$ cat src/rtl/mem_ctrl.sv
// Word-request to byte-wide RAM serialiser with MEM/IF arbitration.
// Loads are assembled little-endian, stores are split into bytes; completion is a one-cycle pulse.
module mem_ctrl #(
  parameter int unsigned ADDR_WIDTH = 32
) (
  input  logic                  clk,
  input  logic                  rst,
  input  logic                  ram_r_req_i,
  input  logic                  ram_w_req_i,
  input  logic [31:0]           ram_addr_i,
  input  logic [31:0]           ram_w_data_i,
  input  logic [1:0]            ram_state_i,
  output logic                  ram_done_o,
  output logic [31:0]           ram_r_data_o,
  input  logic                  if_req_i,
  input  logic [31:0]           if_addr_i,
  output logic                  if_done_o,
  output logic [31:0]           if_data_o,
  output logic [ADDR_WIDTH-1:0] mem_a_o,
  output logic                  mem_wr_o,
  output logic [7:0]            mem_dout_o,
  input  logic [7:0]            mem_din_i
);

  typedef enum logic [1:0] {StIdle, StRead, StWrite, StDone} state_e;

  state_e                r_state, w_state;
  logic [ADDR_WIDTH-1:0] r_base, w_base;
  logic [2:0]            r_size, w_size;
  logic [31:0]           r_wdata, w_wdata;
  logic                  r_owner_if, w_owner_if;
  logic [2:0]            r_cnt, w_cnt;
  logic [31:0]           r_buf, w_buf;

  logic                  r_ram_done, w_ram_done;
  logic [31:0]           r_ram_rdata, w_ram_rdata;
  logic                  r_if_done, w_if_done;
  logic [31:0]           r_if_data, w_if_data;
  logic [ADDR_WIDTH-1:0] r_mem_a, w_mem_a;
  logic                  r_mem_wr, w_mem_wr;
  logic [7:0]            r_mem_dout, w_mem_dout;

  logic [2:0]            w_cnt_inc;
  logic [2:0]            w_req_size;
  logic [1:0]            w_lane;
  logic [7:0]            w_next_byte;

  assign w_cnt_inc   = r_cnt + 3'd1;
  // The reserved encoding 10 is treated as a full word.
  assign w_req_size  = (ram_state_i == 2'b00) ? 3'd1 :
                       (ram_state_i == 2'b01) ? 3'd2 : 3'd4;
  // In READ, the byte arriving now belongs to the address issued one cycle earlier.
  assign w_lane      = 2'(r_cnt - 3'd1);
  assign w_next_byte = 8'(r_wdata >> {w_cnt_inc[1:0], 3'b000});

  always_comb begin
    w_state     = r_state;
    w_base      = r_base;
    w_size      = r_size;
    w_wdata     = r_wdata;
    w_owner_if  = r_owner_if;
    w_cnt       = r_cnt;
    w_buf       = r_buf;
    w_ram_done  = 1'b0;
    w_if_done   = 1'b0;
    w_ram_rdata = r_ram_rdata;
    w_if_data   = r_if_data;
    w_mem_a     = '0;
    w_mem_wr    = 1'b0;
    w_mem_dout  = 8'h00;

    case (r_state)
      StIdle: begin
        if (ram_w_req_i || ram_r_req_i || if_req_i) begin
          w_cnt = 3'd0;
          w_buf = 32'h0;
          if (ram_w_req_i || ram_r_req_i) begin
            w_base     = ram_addr_i[ADDR_WIDTH-1:0];
            w_size     = w_req_size;
            w_wdata    = ram_w_data_i;
            w_owner_if = 1'b0;
          end else begin
            w_base     = if_addr_i[ADDR_WIDTH-1:0];
            w_size     = 3'd4;
            w_wdata    = 32'h0;
            w_owner_if = 1'b1;
          end
          w_mem_a = w_base;
          if (ram_w_req_i) begin
            w_state    = StWrite;
            w_mem_wr   = 1'b1;
            w_mem_dout = ram_w_data_i[7:0];
          end else begin
            w_state = StRead;
          end
        end
      end

      StWrite: begin
        if (w_cnt_inc == r_size) begin
          w_state    = StDone;
          w_ram_done = 1'b1;
        end else begin
          w_cnt      = w_cnt_inc;
          w_mem_a    = r_base + ADDR_WIDTH'(w_cnt_inc);
          w_mem_wr   = 1'b1;
          w_mem_dout = w_next_byte;
        end
      end

      StRead: begin
        if (r_cnt != 3'd0) begin
          w_buf = r_buf | (32'(mem_din_i) << {w_lane, 3'b000});
        end
        if (r_cnt == r_size) begin
          w_state = StDone;
          if (r_owner_if) begin
            w_if_done = 1'b1;
            w_if_data = w_buf;
          end else begin
            w_ram_done  = 1'b1;
            w_ram_rdata = w_buf;
          end
        end else begin
          w_cnt = w_cnt_inc;
          // The final READ cycle only collects the last byte; no address is issued.
          if (w_cnt_inc != r_size) begin
            w_mem_a = r_base + ADDR_WIDTH'(w_cnt_inc);
          end
        end
      end

      StDone: begin
        w_state = StIdle;
      end

      default: begin
        w_state = StIdle;
      end
    endcase
  end

  always_ff @(posedge clk or negedge rst) begin
    if (!rst) begin
      r_state     <= StIdle;
      r_base      <= '0;
      r_size      <= 3'd0;
      r_wdata     <= 32'h0;
      r_owner_if  <= 1'b0;
      r_cnt       <= 3'd0;
      r_buf       <= 32'h0;
      r_ram_done  <= 1'b0;
      r_ram_rdata <= 32'h0;
      r_if_done   <= 1'b0;
      r_if_data   <= 32'h0;
      r_mem_a     <= '0;
      r_mem_wr    <= 1'b0;
      r_mem_dout  <= 8'h00;
    end else begin
      r_state     <= w_state;
      r_base      <= w_base;
      r_size      <= w_size;
      r_wdata     <= w_wdata;
      r_owner_if  <= w_owner_if;
      r_cnt       <= w_cnt;
      r_buf       <= w_buf;
      r_ram_done  <= w_ram_done;
      r_ram_rdata <= w_ram_rdata;
      r_if_done   <= w_if_done;
      r_if_data   <= w_if_data;
      r_mem_a     <= w_mem_a;
      r_mem_wr    <= w_mem_wr;
      r_mem_dout  <= w_mem_dout;
    end
  end

  assign ram_done_o   = r_ram_done;
  assign ram_r_data_o = r_ram_rdata;
  assign if_done_o    = r_if_done;
  assign if_data_o    = r_if_data;
  assign mem_a_o      = r_mem_a;
  assign mem_wr_o     = r_mem_wr;
  assign mem_dout_o   = r_mem_dout;

endmodule
$ cat config.mk
export PLATFORM = sky130hd
export DESIGN_NAME = mem_ctrl
export DESIGN_NICKNAME = d
export VERILOG_FILES = /design/src/rtl/mem_ctrl.sv
export SDC_FILE = /design/constraint.sdc
export NUM_CORES = 1
export LEC_CHECK = 0
export CAP_MARGIN = 20
export CORE_MARGIN = 2
export CORE_UTILIZATION = 45
export DETAILED_ROUTE_END_ITERATION = 12
export GPL_TIMING_DRIVEN = 0
export PLACE_DENSITY = 0.75
export SETUP_SLACK_MARGIN = 0.4
export SLEW_MARGIN = 10
export SYNTH_ARGS = -nofsm -noshare
export SYNTH_HDL_FRONTEND = slang
export SYNTH_SLANG_ARGS = --single-unit
$ cat constraint.sdc
create_clock -name clk -period 3.8 [get_ports clk]
set_clock_uncertainty 0.05 [all_clocks]
set_input_delay 0.76 -clock clk [delete_from_list [all_inputs] [get_ports clk]]
set_output_delay 0.76 -clock clk [all_outputs]
set_load 0.05 [all_outputs]
==> impl.org <==
** Status
- The flow ran to the end, and the final reports show no timing, DRC or antenna violations.

** Die
- Effective utilization at floorplan :: 46.2%
- Die span in x :: 149 um
- Row cnt :: 52
- From bottom edge to top edge, the die measures 149 um.
- The core region is 0.0204 mm^2.
- Full die area :: 0.0221 mm^2
- Number of top-level pins :: 218

** GRT
- Number of antenna violations at the first check in global routing :: 1
- Global routing consumed, over all layers together, 23.6% of the routing resources.
- Maximum number of pins on one net before global-route repair :: 100
- Via count of the first global-routing pass :: 7754
- First-pass GRT wire length :: 41500 um
- After global routing the overflow that remains totals 0.

** Synth
- By count the netlist is led by dfrtp_1, nand2_1, a21oi_1.
- Of the synthesized area, sequential elements account for 56.4%.
- The most common cell in the synthesized netlist is dfrtp_1.
- Of the post-synthesis cell area, the dominant cell type holds 56.4%.
- Dominant cell type by area after synthesis :: dfrtp_1
- Count of different cell masters after synthesis :: 58
- By area the synthesized netlist is led by dfrtp_1, a21oi_1, nand2_1, o21ai_0, a22o_1.
- For this run, the number of Yosys warnings is 0.
- The synthesized design contains 0 enable-type register cells.
- Main synth FF type :: dfrtp_1
- Synth Cell Area :: 0.00941 mm^2
- The number of nets handed over by synthesis was 1011.
- Post-synthesis area per instance :: 10.6 um^2
- Register bit total from synthesis :: 212
- Gate Count Post-Synth :: 888
- Synth async-reset ratio :: 100%

** STA
- Setup violations remaining at the end of the flow were counted as 0.
- Across all setup checks in the final design, the least slack found is 0.608 ns.
- Final number of hold-violating endpoints :: 0
- Highest attainable clock frequency :: 313 MHz
- Slew at the pin closest to its max-slew limit :: 0.676 ns
- Final critical-path share of the clock period :: 84.0%
- After layout, the minimum clock period comes to 3.19 ns.
- Setup repair after global routing left no endpoint under its margin.
- Worst slew margin :: 54.7%
- Final Max Tran Viols :: 0

** Routing
- Average detailed-routed wire length per instance :: 18.3 um
- Iteration-0 DRC count of the detailed router :: 458
- Post-route antenna net violation count :: 0
- Post-route DRC :: 0
- The first detailed-routing pass took 5 iterations.
- Detailed Route WL :: 25800 um
- In the routed layout, each cell is associated on average with a via count of 5.45.
- Total via count in the routed design :: 7683

** Clocking
- In this run the number of H-tree levels came out at 1.
- Clock tree synthesis found a total of 212 sinks.
- No sink is reached through more buffers than the 3 on the longest clock path.
- Once the clock tree was built, the setup fixing pass inserted 0 buffers.
- Clock transition at the registers of the reported paths :: 0.06 ns
- Number of hold buffers added after cts :: 0
- Worst-Skew Late Latency :: 0.51 ns
- TritonCTS built the clock tree.
- Cells resized by post-CTS repair :: 0
- Clock root buffer master :: clkbuf_16
- In this run, CTS created clock tree buffers numbering 23.

** Power
- Leakage :: 0.00566 uW
- Power consumption :: 12200 uW
- Maximum VDD drop :: 452 uV
- Power spread over the standard cell area amounts to 963 mW/mm^2.

** Place
- Setup slack after placement :: 0.671 ns
- During placement, the flow inserted port buffers numbering 209.
- Detail Placement HPWL :: 18400 um
- The congestion estimate from routability-driven global placement came to 0.831.

** Job
- Max-cap viol count :: 0

** Finish
- Final Net Count :: 1247
- Of the cells placed in the final design, the portion with a size suffix greater than 1 is 10.1%.
- 0 antenna diodes ended up in the layout.
- From synthesis to final layout, the design area changed by 34.2%.

** Worst setup path
- Walking the worst path, the cells encountered are clkbuf_2 > inv_1 > ha_1 > fa_1 > a21oi_1 > nor2_1 > and3_1 > a221oi_2 > nor3_1.
- Startpoint types :: flop
- For this run, the slowest stage of the critical path takes 0.49 ns.
- The worst setup path is captured at a flop.
- The critical path is of the flop to flop type.
- Data on the critical path is required at its endpoint by 4.10 ns.
- Data arrives at the worst endpoint at 3.49 ns.
- Standard cell with the maximum stage delay on the critical path :: fa_1
- In this run the worst path has a maximum fanout of 7.

** Worst hold path
- The path class of the tightest hold or removal check is input port to async pin.
layout by cell type (no fill, tap or decap), types with 11 or more instances in the layout:
| cell type | instances |
|---|---|
| a21o_1 | 19 |
| clkdlybuf4s50_1 | 208 |
| ha_1 | 11 |
| xor2_1 | 25 |
| dfrtp_1 | 212 |
| nand2_1 | 131 |
| mux2i_1 | 16 |
| a21oi_1 | 105 |
| a22o_1 | 33 |
| buf_2 | 33 |
| nand4_1 | 14 |
| nand3_1 | 12 |
| nor2_1 | 56 |
| o21ai_0 | 81 |
| clkbuf_16 | 23 |
| clkbuf_1 | 25 |
power by group:
group	leakage [uW]	switching, uW	internal (uW)
combinational	0.00260	3880	2240
clock	0.000353	904	1270
sequential	0.00271	646	3220
worst max-delay path, delay by kind of cell (launching register included):
family,cells,cell delay (ns)
DFF,1,0.39
and+or+nand+nor,3,0.62
adders and majority gates,2,0.90
buffers and inverters,2,0.38
AOI/OAI and AO/OA,2,0.69
through the flow:
| stage | instances | TNS, ns | utilization (%) | hold WS [ns] | area [um^2] |
|---|---|---|---|---|---|
| floorplan | 888 | 0 | - | 0.406 | 9410 |
| global placement | 1367 | -1435.80 | 58.1 | 0.412 | 11800 |
| detailed placement | 1369 | 0 | 58.4 | 0.420 | 11900 |
| CTS | 1410 | 0 | 62.0 | 0.104 | 12600 |
| global route | 1410 | 0 | 62.0 | 0.131 | 12600 |
| finish | 1410 | 0 | 62.0 | 0.0974 | 12600 |
final timing paths:
kind | to | start | cells past startpoint | slack [ns]
min reg2reg | if_data_o[21]$_DFFE_PN0P_ | if_data_o[21]$_DFFE_PN0P_ | 2 | 0.43
max reg2reg | mem_a_o[30]$_DFF_PN0_ | r_cnt[0]$_DFFE_PN0P_ | 9 | 0.61
min in group clk | if_data_o[21]$_DFFE_PN0P_ | if_data_o[21]$_DFFE_PN0P_ | 2 | 0.43
max | mem_a_o[30]$_DFF_PN0_ | r_cnt[0]$_DFFE_PN0P_ | 9 | 0.61
min | if_done_o$_DFF_PN0_ | rst | 1 | 0.1
max in group asynchronous | mem_a_o[12]$_DFF_PN0_ | rst | 3 | 2.52
kinds of logic (layout without fill, tap and decap cells):
kind of cell	count (synthesis)	in the layout	share of synthesized area (%)
buffers and inverters	74	326	3.90
xor gates and xnor gates	33	33	3.22
AOI/OAI and AO/OA	273	273	18.2
and+or+nand+nor	259	259	12.8
muxes	25	25	3.78
adders and majority gates	12	12	1.68
DFF	212	212	56.4
sequential cells by signal, indices dropped and copies added, names as in the netlist:
register and flops:
r_cnt 3, ram_done_o 1, r_buf 32, mem_dout_o 8
mem_wr_o 1, r_base 32, r_owner_if 1, if_done_o 1
mem_a_o 32, if_data_o 32, r_state 2, r_wdata 32
ram_r_data_o 32, r_size 3
layer usage:
metal / global-route usage (%) / part of all wire, %
met1: 32.0 / 43
met2: 39.0 / 48
met3: 4.48 / 5.8
met4: 6.81 / 2.7
met5: 0 / 0
layout make-up:
class / count / area [um^2]
repair buffers: 211 / 2150
plain buffers: 65 / 333
inverters: 9 / 33.8
clock buffers: 29 / 608
flip-flops and latches: 212 / 5310
multi-input cells: 602 / 3740
clock inverters: 12 / 121
well taps: 270 / 338
fillers: 1693 / 7730
No activity file was read; power rests on OpenSTA's default activity.
